<file path="src/rtl/dtu_pkg.sv">
// dtu_pkg: shared constants and sequencer state type for the dtu frame sequencer
package dtu_pkg;
  localparam int CHAR_W = 7;
  localparam int SEL_W = 2;
  typedef enum logic [2:0] {IDLE, START, TX_WAIT, RX_WAIT, ACK, ACK_WAIT, NEXT, DONE} dtu_seq_state_t;
endpackage

</file>
<file path="src/rtl/dtu_seq_timer.sv">
// dtu_seq_timer: per-state cycle counter; ports clk, rst, clear (reload to 0), expired (high on the TIMEOUT_CYC-th cycle since clear)
module dtu_seq_timer #(
  parameter int TIMEOUT_CYC = 1024
) (
  input  logic clk,
  input  logic rst,
  input  logic clear,
  output logic expired
);
  localparam int W = $clog2(TIMEOUT_CYC + 1);
  logic [W-1:0] cnt;
  assign expired = cnt == W'(TIMEOUT_CYC - 1);
  always_ff @(posedge clk)
    if (rst || clear) cnt <= '0;
    else if (!expired) cnt <= cnt + W'(1);
endmodule

</file>
<file path="src/rtl/dtu_seq.sv">
// dtu_seq: frame sequencer owning dtu tx_start/rx_ack, counting pass/error/timeout frames; ports clk, rst, en, start, num_frames, start_sel, sel_incr, tx_busy, rx_ready, rx_error, rx_character1 in; tx_start, tx_character_sel, rx_ack, busy, done, pass_cnt, err_cnt, tmo_cnt out; DTU_SEQ_CHECK_EN adds exp_char0..3 in and last_bad_char out
module dtu_seq #(
  parameter int CNT_W = 8,
  parameter int TIMEOUT_CYC = 1024,
  parameter int CHAR_W = dtu_pkg::CHAR_W
) (
  input  logic clk,
  input  logic rst,
  input  logic en,
  input  logic start,
  input  logic [CNT_W-1:0] num_frames,
  input  logic [dtu_pkg::SEL_W-1:0] start_sel,
  input  logic sel_incr,
  input  logic tx_busy,
  input  logic rx_ready,
  input  logic rx_error,
  input  logic [CHAR_W-1:0] rx_character1,
  output logic tx_start,
  output logic [dtu_pkg::SEL_W-1:0] tx_character_sel,
  output logic rx_ack,
  output logic busy,
  output logic done,
  output logic [CNT_W-1:0] pass_cnt,
  output logic [CNT_W-1:0] err_cnt,
  output logic [CNT_W-1:0] tmo_cnt
`ifdef DTU_SEQ_CHECK_EN
  ,
  input  logic [CHAR_W-1:0] exp_char0,
  input  logic [CHAR_W-1:0] exp_char1,
  input  logic [CHAR_W-1:0] exp_char2,
  input  logic [CHAR_W-1:0] exp_char3,
  output logic [CHAR_W-1:0] last_bad_char
`endif
);
  import dtu_pkg::*;
  dtu_seq_state_t state, nxt;
  logic [CNT_W-1:0] rem;
  logic [SEL_W-1:0] sel;
  logic acc, tmo, tmo_flag, rx_hit, bad, expired;
  assign acc = state == IDLE && start && en;
  assign rx_hit = en && state == RX_WAIT && rx_ready;
  assign tmo = en && expired && ((state == START && !tx_busy) || (state == TX_WAIT && tx_busy) ||
               (state == RX_WAIT && !rx_ready) || (state == ACK_WAIT && rx_ready));
  assign tx_start = state == START;
  assign rx_ack = state == ACK || (state == NEXT && tmo_flag);
  assign busy = state != IDLE;
  assign done = state == DONE;
  assign tx_character_sel = sel;
  always_comb begin
    nxt = state;
    unique case (state)
      IDLE:     nxt = acc ? (num_frames == '0 ? DONE : START) : IDLE;
      START:    nxt = tx_busy ? TX_WAIT : START;
      TX_WAIT:  nxt = tx_busy ? TX_WAIT : RX_WAIT;
      RX_WAIT:  nxt = rx_ready ? ACK : RX_WAIT;
      ACK:      nxt = ACK_WAIT;
      ACK_WAIT: nxt = rx_ready ? ACK_WAIT : NEXT;
      NEXT:     nxt = rem == CNT_W'(1) ? DONE : START;
      default:  nxt = IDLE;
    endcase
    if (tmo) nxt = NEXT;
    if (!en && state != IDLE) nxt = IDLE;
  end
  dtu_seq_timer #(.TIMEOUT_CYC(TIMEOUT_CYC)) timer (
    .clk(clk),
    .rst(rst),
    .clear(nxt != state),
    .expired(expired)
  );
  always_ff @(posedge clk)
    if (rst) begin
      state <= IDLE;
      tmo_flag <= 1'b0;
      rem <= '0;
      sel <= '0;
      pass_cnt <= '0;
      err_cnt <= '0;
      tmo_cnt <= '0;
    end else begin
      state <= nxt;
      tmo_flag <= tmo;
      pass_cnt <= acc ? '0 : pass_cnt + CNT_W'(rx_hit && !bad && pass_cnt != '1);
      err_cnt <= acc ? '0 : err_cnt + CNT_W'(rx_hit && bad && err_cnt != '1);
      tmo_cnt <= acc ? '0 : tmo_cnt + CNT_W'(tmo && tmo_cnt != '1);
      if (acc) begin
        rem <= num_frames;
        sel <= start_sel;
      end else if (en && state == NEXT) begin
        rem <= rem - CNT_W'(1);
        sel <= sel + SEL_W'(sel_incr);
      end
    end
`ifdef DTU_SEQ_CHECK_EN
  logic [CHAR_W-1:0] exp_char;
  assign exp_char = sel == 2'd0 ? exp_char0 : sel == 2'd1 ? exp_char1 : sel == 2'd2 ? exp_char2 : exp_char3;
  assign bad = rx_error || rx_character1 != exp_char;
  always_ff @(posedge clk)
    if (rst) last_bad_char <= '0;
    else if (rx_hit && bad) last_bad_char <= rx_character1;
`else
  logic unused_char;
  assign unused_char = ^rx_character1;
  assign bad = rx_error;
`endif
endmodule

</file>
<file path="config.mk">
export PLATFORM = sky130hd
export DESIGN_NAME = dtu_seq
export DESIGN_NICKNAME = d
export VERILOG_FILES = /design/src/rtl/dtu_pkg.sv /design/src/rtl/dtu_seq_timer.sv /design/src/rtl/dtu_seq.sv
export SDC_FILE = /design/constraint.sdc
export NUM_CORES = 1
export LEC_CHECK = 0
export ABC_AREA = 0
export BUFFER_PORTS_ARGS = -buffer_cell sky130_fd_sc_hd__buf_2
export CORE_MARGIN = 8
export CORE_UTILIZATION = 50
export DETAILED_ROUTE_END_ITERATION = 8
export PLACE_DENSITY = 0.77
export SETUP_SLACK_MARGIN = 0.5
export SYNTH_ARGS = -nofsm -noshare
export SYNTH_HDL_FRONTEND = slang
export SYNTH_HIERARCHICAL = 1
export SYNTH_SLANG_ARGS = --single-unit
</file>
<file path="constraint.sdc">
create_clock -name clk -period 3.6 [get_ports clk]
set_input_delay 0.18 -clock clk [delete_from_list [all_inputs] [get_ports clk]]
set_output_delay 0.18 -clock clk [all_outputs]
set_load 0.005 [all_outputs]
</file>
# == Word-level counts from Yosys, hierarchy flattened ==
# Index checks and enable logic that the tools add are counted.
# totals
reg_bits,49
in_bits,25
output_inout_bits,30
wordCells,73
# op_classes
n_addsub,6
n_eq_ne,13
n_mux,14
reduce_logical,32
# op_table
op,count
adder 8 x 1 -> 8 bit,3
"!= test 8 bit, second input constant",3
case mux 3 bit (7 select lines),1
logical AND 1 bit,18
two-way mux 3 bit,6
two-way mux 8 bit,2
"== test 3 bit, second input constant",4
"adder 11 x 1 -> 11 bit, second input constant",1
"== test 11 x 10 -> 1 bit, second input constant",1
"== test 8 x 1 -> 1 bit, second input constant",1
zero test 8 bit,1
two-way mux 2 bit,4
"subtractor 8 x 1 -> 8 bit, second input constant",1
"== test 3 x 2 -> 1 bit, second input constant",2
logical OR 1 bit,5
zero test 1 bit,4
"== test 3 x 1 -> 1 bit, second input constant",1
zero test 3 bit,1
!= test 3 bit,1
nonzero test 3 bit,1
adder 2 x 1 -> 2 bit,1
nonzero test 2 bit,1
OR reduction 2 bit,1
two-way mux 1 bit,1

# == Logic depth before layout (Yosys ltp) ==
# logic_depth
ltp_word,10
depth_mapped,13
ltp_nobuf,13

# == Hierarchy ==
# Netlist, hierarchy kept.
# by_module_without_submodules
module,n_inst,cells_per_inst,area_per_inst_um2,seq_area_each_um2
dtu_seq,1,234,2047.0,760.7
dtu_seq_timer,1,60,553.0,220.2

# == Worst setup path after synthesis ==
# No wires, ideal clock.
# synth_timing
path_kind,flip-flop to flip-flop
startpoint,reg timer.cnt[0]
endpoint,reg timer.cnt[8]
setup_ps,91
t_arrival_ps,2434
required_time_ps,3509
setup_slack_ps,1075
path_stages_with_launch,13
period_less_slack_ps,2525
cell_sequence,dfxtp_1 -> ha_1 -> and3_2 -> nand4_4 -> inv_2 -> nor4bb_1 -> a2bb2oi_2 -> nand2_2 -> or2_4 -> xnor2_1 -> o211ai_2 -> or2_2 -> a311oi_1
# synth_between
elab_chain_len,7
elab_cells_between_ends,8
classes_between,add/sub (1); eq/ne (2); mux (2); reduce/logical (3)
# synth_rtl
element,line_no,text
start: declaration,dtu_seq_timer.sv:11,logic [W-1:0] cnt;
start signal: assignment,dtu_seq_timer.sv:15,else if (!expired) cnt <= cnt + W'(1);
== test 11 x 10 -> 1 bit *,dtu_seq_timer.sv:12,assign expired = cnt == W'(TIMEOUT_CYC - 1);
net expired,dtu_seq.sv:39,"logic acc, tmo, tmo_flag, rx_hit, bad, expired;"
logical AND 1 bit (2 in series),dtu_seq.sv:42,assign tmo = en && expired && ((state == START && !tx_busy) || (state == TX_WAIT && tx_busy) ||
two-way mux 3 bit,dtu_seq.sv:61,if (tmo) nxt = NEXT;
two-way mux 3 bit,dtu_seq.sv:62,if (!en && state != IDLE) nxt = IDLE;
!= test 3 bit,dtu_seq.sv:67,".clear(nxt != state),"
logical OR 1 bit,dtu_seq_timer.sv:14,if (rst || clear) cnt <= '0;
# The timed path passes the listed nets; every way through them passes the cells marked *.
# A chain may end at the register's enable or synchronous reset.

# == Final worst setup path ==
# layout_timing
startpoint,reg timer.cnt[6]
endpoint,reg timer.cnt[8]
# Same word-level chain as after synthesis.

==> flow_metrics.py <==
metrics = {
    "synthesis": {
        "netlist_top_cells_count": "dfxtp_1, nor2_1, nand2_1",
        "netlist_instances": 294,
        "synth_edf_count": 0,
        "syn_nets": 329,
        "yosysWarnings": 6,
        "syn_area_per_cell_um2": 8.84,
        "synth.area.top_cells": "dfxtp_1, nor2_1, ha_1",
        "synthFlopType": "dfxtp_1",
        "yosysSeqAreaShare": 0.377,
        "synth-async-reset-ratio": 0,
        "postSynthRegisterBits": 49,
        "synth_cell_types": 63,
        "netlist_area_mm2": 0.00260,
        "synth.most_common_cell": "dfxtp_1",
        "synth_top_area_share": 0.377,
        "synth_area_leader_cell": "dfxtp_1",
    },
    "sta": {
        "fin_setup_tns_ns": 0,
        "finalSetupViolCount": 0,
        "fmax_ghz": 0.346,
        "slew_headroom": 0.547,
        "rsz0062_at_grt": "false",
        "tightest_slew_ns": 0.680,
        "layout_min_cycle_time_ns": 2.89,
        "drv_slew": 0,
        "period_share": 0.803,
        "finalHoldViolCount": 0,
        "fin_skew_ns": 0.00727,
        "setup_ws_ns": 0.708,
    },
    "global_routing": {
        "grt_use_total": 0.147,
        "antenna_found_initial": 0,
        "grt_max_degree": 21,
        "grt_pass1_vias": 2080,
        "grt_pass1_wl_um": 9250,
        "overflow": 0,
    },
    "die": {
        "core-area_mm2": 0.00507,
        "fp-row-count": 26,
        "die_w_um": 88.1,
        "fp.dieArea_mm2": 0.00776,
        "initial_core_util": 0.512,
        "die_h_um": 88.1,
        "ioPinCount": 55,
    },
    "final_layout": {
        "area.growth.synth_to_final_pct": 15.1,
        "utilization": 0.589,
        "final.fill_count": 478,
        "drive_above_1_share": 0.226,
        "final_area_mm2": 0.00299,
        "n_antenna_cell": 0,
        "nNetsFinal": 370,
        "stdcell_count": 406,
    },
    "detailed_routing": {
        "wl_per_cell_um": 13.8,
        "drtAntennaViolNets": 0,
        "drc": 0,
        "drt_iter0_drc": 91,
        "first_pass_iters": 4,
        "dr_total_vias": 2303,
        "vias_per_cell": 5.67,
        "drt-total-wl_um": 5590,
    },
    "critical_path": {
        "cp-end-kind": "flip-flop",
        "path_buf_inv": 1,
        "cpPeakStageDelay_ns": 0.42,
        "crit_type": "reg -> reg",
        "cp_top_family": "simple AND/OR/NAND/NOR gates",
        "crit_path_top_delay_cell": "dfxtp_1",
        "cp.required_ns": 3.81,
        "cp_cell_sequence": "and3_1 -> nand4_4 -> inv_2 -> nor4bb_1 -> a2bb2oi_2 -> nand2_2 -> or2_4 -> xnor2_1 -> o211ai_2 -> or2_2 -> a311oi_1",
        "path_depth": 11,
        "ff2ff_path_depth": 11,
        "start_kind": "flip-flop",
        "critPathMaxFanout": 8,
        "cp.arrival_ns": 3.11,
    },
    "worst_hold_path": {
        "hp-class": "in -> reg",
        "min_delay_path_depth": 3,
    },
    "placement": {
        "place_ws_ns": 0.751,
        "dp_hpwl_um": 4120,
        "portBuffers": 47,
        "dpl-instance-area_mm2": 0.00285,
        "place_congestion": 0.853,
        "dp_cells": 398,
    },
    "clocking": {
        "cts_max_level": 2,
        "cts.clk_slew.worst_paths_ns": 0.09,
        "ctsResizeCount": 0,
        "post-cts-setup-buffers": 0,
        "clock_sinks": 49,
        "cts_tree": "done",
        "max-clock-path-buffers": 2,
        "numCtsBuffers": 5,
        "cts-root-buf": "clkbuf_8",
        "cts_hold_buf": 0,
        "clk_latency_ns": 0.30,
    },
    "status": {
        "status": "completed",
    },
    "power": {
        "powerDensity_mw_per_mm2": 398,
        "leakage_uw": 0.00127,
        "ir_drop_uv": 233,
    },
    "run": {
        "drv_cap": 0,
    },
}
-- worst min-delay path, cell delays in order --
cell	delay, ns
buf_2	0.09
a221oi_1	0.06
nor2_1	0.08
-- registers in the layout, summed over array words and instances, names as in the netlist --
name,count
timer/cnt,11
err_cnt,8
pass_cnt,8
rem,8
tmo_cnt,8
state,3
tx_character_sel,2
tmo_flag,1
-- power by group --
part,switching (uW),internal [uW],total [uW]
Combinational,80.3,60.7,141
Clock,191,280,470
Sequential,23.2,557,580
-- layout make-up --
| class | count | area, um^2 | area share |
|---|---|---|---|
| timing repair buffer | 48 | 243 | 0.0811 |
| tap | 70 | 87.6 | 0.0293 |
| sequential | 49 | 981 | 0.328 |
| inverter | 6 | 22.5 | 0.00753 |
| clock inverter | 3 | 68.8 | 0.0230 |
| clock buffer | 5 | 68.8 | 0.0230 |
| multi-input combinational | 225 | 1520 | 0.508 |
-- layer usage --
metal,global-route usage,share of wire,up-vias
met3,0.0422,0.059,5
li1,-,-,1154
met2,0.250,0.48,46
met1,0.172,0.45,1098
met4,0.0492,0.011,0
met5,0,0,-
-- kinds of logic (layout without fill, tap and decap cells) --
kind of cell             Yosys count  count (layout)  share of synthesized area
AO/OA/AOI/OAI                     57              57                      0.160
XOR/XNOR                          21              21                     0.0736
adder cells (fa/ha/maj)           10              10                     0.0481
multiplexers                       5               5                     0.0202
buffers and inverters             20              62                     0.0390
AND/OR/NAND/NOR                  132             132                      0.282
flip-flops                        49              49                      0.377
-- path summary, 6_finish.rpt --
path,startpoint,to,slack (ns)
setup reg to reg,timer/cnt[6]$_SDFFE_PP0P_,timer/cnt[8]$_SDFFE_PP0P_,0.71
hold / removal,num_frames[1],rem[1]$_SDFFE_PP0P_,0.14
setup / recovery,timer/cnt[6]$_SDFFE_PP0P_,timer/cnt[8]$_SDFFE_PP0P_,0.71
hold reg to reg,timer/cnt[10]$_SDFFE_PP0P_,timer/cnt[10]$_SDFFE_PP0P_,0.48
-- metrics by stage --
step	total power [uW]	hold slack, ns
floorplan	691	0.252
CTS	1200	0.137
global placement	728	0.445
finish	1190	0.142
detailed placement	731	0.455
global route	1250	0.161
-- cells in the final DEF (no fill, tap or decap), drive strengths merged, types with 3 or more instances in the layout --
cell	netlist	layout
dfxtp	49	49
buf	11	48
nor2	41	41
nand2	18	18
nand3	16	16
xor2	14	14
and3	11	11
a31oi	10	10
ha	10	10
a21oi	9	9
and2	8	8
o21ai	8	8
xnor2	7	7
inv	6	7
nor4	6	6
a211oi	5	5
clkbuf	3	5
nand4	4	4
o21a	3	3
nor3b	3	3
nor2b	3	3
mux2i	3	3
or4	3	3
or3	3	3
a221oi	3	3
a222oi	3	3
nor3	3	3
No activity file was read; power rests on OpenSTA's default activity.
